===== config.mk =====
export PLATFORM = sky130hd
export DESIGN_NAME = led_shift_driver
export DESIGN_NICKNAME = d
export VERILOG_FILES = /design/src/rtl/led_shift_driver.sv
export SDC_FILE = /design/constraint.sdc
export NUM_CORES = 1
export LEC_CHECK = 0
export CORE_ASPECT_RATIO = 0.8
export CORE_MARGIN = 2
export CORE_UTILIZATION = 55
export CTS_BUF_LIST = sky130_fd_sc_hd__clkbuf_8
export DETAILED_ROUTE_END_ITERATION = 8
export PLACE_DENSITY = 0.8
export SETUP_SLACK_MARGIN = 0.3
export SYNTH_ARGS = -nofsm -noshare
export SYNTH_HDL_FRONTEND = slang
export SYNTH_SLANG_ARGS = --single-unit

===== constraint.sdc =====
create_clock -name clk -period 4.7 [get_ports clk]
set_clock_uncertainty 0.15 [all_clocks]
set_input_delay 0.47 -clock clk [delete_from_list [all_inputs] [get_ports clk]]
set_output_delay 0.47 -clock clk [all_outputs]
set_load 0.02 [all_outputs]

===== src/rtl/led_shift_driver.sv =====
// Serializes a parallel LED snapshot MSB-first onto a 74HC595-style chain, then pulses the latch.
// Frames repeat after REFRESH idle cycles, or sooner on a refresh_now request.
module led_shift_driver #(
  parameter int N_LEDS  = 16,
  parameter int CLK_DIV = 4,
  parameter int REFRESH = 1024
) (
  input  logic              clk,
  input  logic              reset,
  input  logic [N_LEDS-1:0] leds,
  input  logic              refresh_now,
  output logic              led_sclk,
  output logic              led_sdata,
  output logic              led_latch,
  output logic              busy,
  output logic              frame_done
);

  localparam int DIV_W = $clog2(CLK_DIV) + 1;
  localparam int BIT_W = $clog2(N_LEDS) + 1;
  localparam int WAIT_W = $clog2(REFRESH) + 1;

  localparam logic [DIV_W-1:0]  DIV_LOAD  = DIV_W'(CLK_DIV - 1);
  localparam logic [BIT_W-1:0]  BIT_LOAD  = BIT_W'(N_LEDS);
  localparam logic [WAIT_W-1:0] WAIT_LOAD = WAIT_W'(REFRESH - 1);

  typedef enum logic [2:0] {
    S_IDLE,
    S_SHIFT_LO,
    S_SHIFT_HI,
    S_LATCH,
    S_WAIT
  } state_t;

  state_t              state_q, state_d;
  logic [N_LEDS-1:0]   shreg_q, shreg_d;
  logic [DIV_W-1:0]    div_q, div_d;
  logic [BIT_W-1:0]    bitcnt_q, bitcnt_d;
  logic [WAIT_W-1:0]   wcnt_q, wcnt_d;
  logic                sclk_q, sclk_d;
  logic                sdata_q, sdata_d;
  logic                latch_q, latch_d;
  logic                done_q, done_d;
  logic                pending_q, pending_d;

  always_ff @(posedge clk) begin
    if (reset) begin
      state_q   <= S_IDLE;
      shreg_q   <= '0;
      div_q     <= '0;
      bitcnt_q  <= '0;
      wcnt_q    <= '0;
      sclk_q    <= 1'b0;
      sdata_q   <= 1'b0;
      latch_q   <= 1'b0;
      done_q    <= 1'b0;
      pending_q <= 1'b0;
    end else begin
      state_q   <= state_d;
      shreg_q   <= shreg_d;
      div_q     <= div_d;
      bitcnt_q  <= bitcnt_d;
      wcnt_q    <= wcnt_d;
      sclk_q    <= sclk_d;
      sdata_q   <= sdata_d;
      latch_q   <= latch_d;
      done_q    <= done_d;
      pending_q <= pending_d;
    end
  end

  always_comb begin
    state_d   = state_q;
    shreg_d   = shreg_q;
    div_d     = div_q;
    bitcnt_d  = bitcnt_q;
    wcnt_d    = wcnt_q;
    sclk_d    = sclk_q;
    sdata_d   = sdata_q;
    latch_d   = latch_q;
    done_d    = 1'b0;
    // Requests made mid-frame are remembered and honoured at the next WAIT.
    pending_d = pending_q | refresh_now;

    case (state_q)
      S_IDLE: begin
        shreg_d  = leds;
        sdata_d  = leds[N_LEDS-1];
        bitcnt_d = BIT_LOAD;
        div_d    = DIV_LOAD;
        state_d  = S_SHIFT_LO;
      end
      S_SHIFT_LO: begin
        if (div_q == '0) begin
          sclk_d  = 1'b1;
          div_d   = DIV_LOAD;
          state_d = S_SHIFT_HI;
        end else begin
          div_d = div_q - DIV_W'(1);
        end
      end
      S_SHIFT_HI: begin
        if (div_q == '0) begin
          sclk_d   = 1'b0;
          shreg_d  = shreg_q << 1;
          bitcnt_d = bitcnt_q - BIT_W'(1);
          div_d    = DIV_LOAD;
          if (bitcnt_q == BIT_W'(1)) begin
            sdata_d = 1'b0;
            latch_d = 1'b1;
            state_d = S_LATCH;
          end else begin
            sdata_d = shreg_d[N_LEDS-1];
            state_d = S_SHIFT_LO;
          end
        end else begin
          div_d = div_q - DIV_W'(1);
        end
      end
      S_LATCH: begin
        if (div_q == '0) begin
          latch_d = 1'b0;
          done_d  = 1'b1;
          wcnt_d  = WAIT_LOAD;
          state_d = S_WAIT;
        end else begin
          div_d = div_q - DIV_W'(1);
        end
      end
      S_WAIT: begin
        if (wcnt_q == '0 || pending_q || refresh_now) begin
          pending_d = 1'b0;
          state_d   = S_IDLE;
        end else begin
          wcnt_d = wcnt_q - WAIT_W'(1);
        end
      end
      default: state_d = S_IDLE;
    endcase
  end

  assign led_sclk   = sclk_q;
  assign led_sdata  = sdata_q;
  assign led_latch  = latch_q;
  assign frame_done = done_q;
  assign busy       = (state_q == S_SHIFT_LO) || (state_q == S_SHIFT_HI) || (state_q == S_LATCH);

endmodule


Word level (Yosys, flattened, before mapping)
Index checks and enable logic that the tools add are counted.

storage, ports and cells
  input bits = 19
  flip-flop bits (word level) = 42
  word-level logic and storage cells = 75
  output and inout port bits = 5

operators by class
  muxes and demuxes = 28
  bitwise operators = 2
  equal/unequal tests = 12
  reductions and logical operators = 20
  add/sub/neg operators = 3

operators with widths
  operator               count
  $pmux 15 s2            1
  $mux 11                2
  $pmux 11 s2            1
  $mux 3                 6
  $mux 15                1
  $pmux 3 s5             1
  $ne 2x2->1 const B     7
  $logic_not 11->1       1
  $sub 11x1->11 const B  1
  $pmux 5 s2             1
  $mux 1                 9
  $pmux 3 s3             1
  $reduce_and 4->1       2
  $reduce_bool 2->1      4
  $eq 3x2->1 const B     2
  $logic_not 3->1        2
  $pmux 1 s2             3
  $reduce_and 3->1       2
  $eq 5x1->1 const B     1
  $mux 5                 1
  $sub 5x1->5 const B    1
  $logic_or 1x1->1       4
  $reduce_and 2->1       2
  $reduce_or 2->1        2
  7 further kinds        7

Longest topological paths before layout
Gate-level depths: netlist of the first run.

  word-level depth = 5
  mapped depth = 8

Worst setup path before layout of the first run
Ideal clock, no wire load.

  path type = register -> register
  start = reg div_q[0]
  end = reg bitcnt_q[3]
  arrival = 1625 ps
  buffers on the path = 1
  library setup time = 74 ps
  clock period less this slack = 1850 ps
  cell stages (with the launch flop) = 8
  path slack = 2850 ps
  cells stage by stage = dfxtp_1 inv_1 ha_1 nand2b_1 clkbuf_1 a2111o_1 or3_1 a31oi_1

between the ends
  longest elaborated chain between the ends = 3

RTL lines
  what                               line  RTL
  start, declared                    37    logic [DIV_W-1:0] div_q, div_d;
  start signal, assigned             61    div_q <= div_d;
  $logic_not 3->1                    103   if (div_q == '0) begin
  $ne 2x2->1 (no source line)        --
  $reduce_and 2->1 (no source line)  --
  end signal, assigned               62    bitcnt_q <= bitcnt_d;
  end, declared                      38    logic [BIT_W-1:0] bitcnt_q, bitcnt_d;

Every way passes these cells.
A chain may end at the register's enable or synchronous reset.

Worst setup path in the final report of the first run
  start = reg state_q[1]
  end = out busy

between the ends
  longest elaborated chain between the ends = 3
  elaborated cells on any way between the ends = 5
  those cells by class = eq/ne (3); reduce/logical (2)

RTL lines
  what                                             line  RTL
  start, declared                                  35    state_t state_q, state_d;
  start signal, assigned                           59    state_q <= state_d;
  $eq 3x1->1 / $eq 3x2->1 (equally long branches)  146   assign busy = (state_q == S_SHIFT_LO) || (state_q == S_SHIFT_HI) || (state_q == S_LATCH);
  $logic_or 1x1->1                                 146
  $logic_or 1x1->1 (*)                             146
  end, declared                                    15    output logic busy,

Every way passes the cells marked *; elsewhere a longest branch is shown, timed or not.

==> reports/metrics.csv, run 1 <==
metric,value,unit
"Reg clk slew, reported paths",0.09,ns
# setup viols final,0,
final worst path period share,0.585,
TritonRoute pass-1 iters,6,
final non-filler cell total,328,
IO Port Bufs,23,
# resized after CTS,0,
unrepaired setup endpoints after global routing,no,
synthesized cell area,2150,sq um
Worst-Margin Slew,1.15,ns
"EDFF count, synth",0,
"Distinct cells, synth",52,
share of flip-flops with an asynchronous set or reset,0,
top cell type's share of synthesized area,0.392,
core area,3780,sq um
Setup crit end kind,output pin,
hold_buf cts,0,
setup bufs post-CTS,0,
area delta synth->final,17.5,%
Critical Path Source,state_q[1],
Setup WS post-layout,1.95,ns
Die H,59.9,microns
routed vias/inst,6.02,
Hold Path Class,flip-flop to flip-flop,
P per Cell Area,438,nW/um^2
NetSw,0.357,mW
fmax,0.364,GHz
wire length per cell,14.5,microns
full die area,4420,sq um
Final Hold Vio Count,0,
clock power share,0.309,
row cnt,20,
ratio of cells with drive above 1 in the final layout,0.0659,
Gate power share,0.269,
gr ovfl total,0,
initial antenna violation count,0,
Final Max Tran Viols,0,
nets,297,
R2R cell count,4,
largest net degree at the start of global routing,31,
critical path arrival,2.13,ns
setup TNS,0,ns
CTS Root Cell,clkbuf_8,
drt total wl,4760,microns
CTS tree,yes,
max cap viols,0,
clock buffer depth,2,
sequential power share,0.422,
Synth Flop Type,dfxtp_1,
total track usage,0.227,
first-pass GRT wire length,7750,microns
Leak Pwr,0.935,nW
syn_area_per_cell,8.32,sq um
Worst Path Required,4.08,ns
Gate Count Post-Synth,258,
Startpoint Class,flip-flop,
outcome,"finished, final reports clean",
num ports,24,
"commonest non-fill, non-tap cell in the layout",dfxtp_1,
H-tree depth,2,
CTS Buf Count,5,
synth top area cells,"dfxtp_1 (39%), a311oi_1 (7.3%), nor2_1 (5.4%), nand3_1 (4.7%), nand2_1 (3.8%)",
RR Endpoint,shreg_q[14],
Die W,73.8,microns
Max IR drop VDD,0.000394,V
drt drc,0,
min Tclk post-route,2.75,ns
Initial Util,0.568,
DR vias,1975,
hpwl dp,3140,microns
worst-skew pair later-pin latency,0.30,ns
clock sinks,42,
CP max FO,26,
Yosys top cell by area,dfxtp_1,
most frequent cells in the layout,"dfxtp_1 (42), nor2_1 (31), clkdlybuf4s50_1 (23)",
Internal Power,0.747,mW
Crit Path Class,flip-flop to output pin,
max_slew headroom,0.227,
Placer Congestion,0.878,
syn nets,283,
DP Worst Slack,2.17,ns
Detail Route Antenna Nets,0,
Critical Path Sink,busy,
dpl cells,320,
yosys warns,0,
reg2reg setup slack,2.07,ns
switching part of the total,0.324,
antenna cell count,0,
vias in the first global route,1654,
critical register-to-register path startpoint,state_q[2],
Starting DRT DRC Count,311,
Seq cells post-synth,42,
"Seq/Total Area, Yosys",0.392,
==> cell usage after synthesis (2+ instances only) <==
cell	number
o31ai_1	2
nand2_1	22
ha_1	6
a311oi_1	18
nand3_1	20
or3b_1	2
a31oi_1	3
nor4_1	4
nor3_1	13
and3_1	3
a221oi_1	2
buf_2	7
clkbuf_1	9
a211oi_1	4
or3_1	3
nor2_1	31
inv_1	10
nand4_1	2
o21ai_0	5
dfxtp_1	42
and4_1	2
a21oi_1	13
o211a_1	2
nor2b_1	2
o21a_1	4
==> registers in the layout, indices dropped and copies added, names as in the netlist, 3 cells and up <==
name and flops:
state_q 3, shreg_q 15, bitcnt_q 5, div_q 3, wcnt_q 11
==> layout make-up <==
type,count,area (sq um)
Timing Repair Buffer,24,238
Fill cell,311,1260
Inverter,10,37.5
Clock inverter,3,68.8
Multi-Input combinational cell,189,1200
Sequential cell,42,841
Tap cell,55,68.8
Clock buffer,5,68.8
==> critical path, cell delays in order (launching register included) <==
cell and delay [ns]:
dfxtp_1 0.88, o21ba_2 0.31, clkdlybuf4s50_1 0.63
==> power by group through the flow <==
stage / Clock, mW / Combinational (mW) / Sequential [mW]
6_report: 0.341 / 0.297 / 0.466
5_1_grt: 0.358 / 0.334 / 0.473
4_1_cts: 0.345 / 0.295 / 0.464
3_5_place_dp: 0 / 0.290 / 0.471
3_3_place_gp: 0 / 0.285 / 0.470
2_1_floorplan: 0 / 0.234 / 0.454
==> metal layers <==
| metal | vias up | share of wire | global-route usage |
|---|---|---|---|
| met1 | 912 | 0.52 | 0.335 |
| met4 | 0 | 0.0097 | 0.0571 |
| met2 | 68 | 0.42 | 0.333 |
| li1 | 988 | - | - |
| met3 | 7 | 0.053 | 0.0523 |
| met5 | - | 0 | 0 |
==> worst min-delay path by stage <==
stage | start | to | slack [ns] | cells past startpoint
after floorplan | bitcnt_q[0] | bitcnt_q[0] | 0.31 | 2
after global placement | shreg_q[1] | shreg_q[2] | 0.32 | 2
after detailed placement | shreg_q[1] | shreg_q[2] | 0.33 | 2
after CTS | shreg_q[1] | shreg_q[2] | 0.34 | 2
after global routing | shreg_q[3] | shreg_q[4] | 0.36 | 2
final | shreg_q[3] | shreg_q[4] | 0.34 | 2
==> logic make-up (layout without fill, tap and decap cells) <==
kind of cell / Yosys count / after routing / share of synthesized area
buf+inv: 27 / 42 / 0.0513
mux: 1 / 1 / 0.00525
simple gates: 115 / 115 / 0.278
compound gates: 65 / 65 / 0.231
fa+ha+maj: 6 / 6 / 0.0350
xor+xnor: 2 / 2 / 0.00816
flops: 42 / 42 / 0.392
==> per-stage QoR <==
stage          instance area (sq um)   util  hold WS (ns)  total power [mW]
6_report                        2520  0.667         0.340              1.10
5_1_grt                         2520  0.667         0.360              1.17
4_1_cts                         2520  0.667         0.336              1.10
3_5_place_dp                    2380  0.631         0.330             0.761
3_3_place_gp                    2380  0.631         0.325             0.754
2_1_floorplan                   2150      -         0.312             0.688
Power figures use the tool's default switching activity.
==> inputs of run 2 (changes only) <==
- clock period: 4.7 -> 2.8 ns (I/O delays scaled with it)
==> reports/metrics.csv, run 2 (synthesized netlist as in run 1, its figures left out) <==
metric,value,unit
outcome,"finished, final reports clean",
vias in the first global route,1686,
largest net degree at the start of global routing,31,
Placer Congestion,0.839,
initial antenna violation count,0,
Largest regs,"shreg_q (15), wcnt_q (11), bitcnt_q (5)",
full die area,4420,sq um
largest reg by FF count,shreg_q,
max_slew headroom,0.542,
Starting DRT DRC Count,179,
most frequent cells in the layout,"dfxtp_1 (42), nor2_1 (31), clkdlybuf4s50_1 (23)",
CTS tree,yes,
H-tree depth,2,
setup bufs post-CTS,0,
setup TNS,0,ns
wire length per cell,14.4,microns
Initial Util,0.568,
"Reg clk slew, reported paths",0.08,ns
hold path depth,2,
clock sinks,42,
core area,3780,sq um
min Tclk post-route,2.29,ns
Startpoint Class,flip-flop,
Worst path max stage delay,0.65,ns
Final Hold Vio Count,0,
area delta synth->final,16.0,%
Max IR drop VDD,0.000428,V
CP cell instances,o21ba_2 > clkdlybuf4s50_1,
worst-skew pair later-pin latency,0.29,ns
Leak Pwr,0.933,nW
hold_buf cts,0,
total track usage,0.237,
Setup crit end kind,output pin,
critical path arrival,1.86,ns
P per Cell Area,666,nW/um^2
slowest cell on the critical path,dfxtp_1,
Die H,59.9,microns
drt drc,0,
CTS Root Cell,clkbuf_8,
hpwl dp,3200,microns
Worst Hold Endpoint,bitcnt_q[0],
routed vias/inst,5.97,
R2R cell count,3,
CTS Buf Count,5,
# setup viols final,0,
RR Endpoint,bitcnt_q[3],
TritonRoute pass-1 iters,5,
DR vias,1976,
largest delay contributor family on the critical path,flip-flops,
# resized after CTS,0,
HP Start,bitcnt_q[0],
final worst path period share,0.818,
CP max FO,16,
Hold Slack,0.337,ns
IO Port Bufs,23,
max reg flops,15,
clock buffer depth,2,
reg2reg setup slack,0.66,ns
Worst-Margin Slew,0.679,ns
fmax,0.437,GHz
nets,301,
CP Buf/Inv Count,1,
Crit Path Class,flip-flop to output pin,
ratio of cells with drive above 1 in the final layout,0.0688,
row cnt,20,
uppermost layer routed,met4,
drt total wl,4780,microns
Pwr Total,1.66,mW
critical register-to-register path startpoint,state_q[1],
first-pass GRT wire length,7980,microns
Worst Path Required,2.37,ns
DRT met1 WL,2460,microns
Hold Path Class,flip-flop to flip-flop,
Final Max Tran Viols,0,
gr ovfl total,0,
max cap viols,0,
unrepaired setup endpoints after global routing,no,
antenna cell count,0,
met2 WL,2020,microns
Detail Route Antenna Nets,0,
"commonest non-fill, non-tap cell in the layout",dfxtp_1,
Die W,73.8,microns
num ports,24,
metal3 WL,239,microns
run 2: tightest hold or removal path: stages (launching register included):
cell and delay, ns:
dfxtp_1 0.34, nand2_1 0.06, a21oi_1 0.05
run 2: stage by stage:
step	cells	area [sq um]	setup WS, ns	utilization
2_1_floorplan	258	2150	0.950	-
3_3_place_gp	324	2410	0.748	0.639
3_5_place_dp	324	2410	0.682	0.639
4_1_cts	331	2490	0.512	0.659
5_1_grt	331	2490	0.411	0.659
6_report	331	2490	0.509	0.659
run 2: layout make-up:
cell class | instances | area [sq um]
well taps | 55 | 68.8
fillers | 324 | 1290
multi-input cells | 189 | 1200
flip-flops and latches | 42 | 841
clock inverters | 2 | 7.51
inverters | 10 | 37.5
clock buffers | 5 | 68.8
repair buffers | 28 | 268
run 2: layer usage:
layer  track usage  vias up
li1              -      995
met1         0.357      911
met2         0.328       62
met3        0.0523        8
met4        0.0883        0
met5             0        -
run 2: how the worst max path moves through the flow:
stage / from / end / slack (ns) / depth (start not counted)
after floorplan: div_q[0] / bitcnt_q[3] / 0.95 / 7
after global placement: state_q[2] / wcnt_q[6] / 0.75 / 4
after detailed placement: state_q[1] / bitcnt_q[3] / 0.68 / 3
after CTS: state_q[1] / busy / 0.51 / 2
after global routing: state_q[1] / busy / 0.41 / 2
final: state_q[1] / busy / 0.51 / 2
run 2: where the power goes:
| group | internal (mW) | total [mW] | switching [mW] |
|---|---|---|---|
| clock | 0.165 | 0.365 | 0.200 |
| combinational | 0.216 | 0.519 | 0.303 |
| sequential | 0.693 | 0.774 | 0.0810 |
| total | 1.07 | 1.66 | 0.584 |
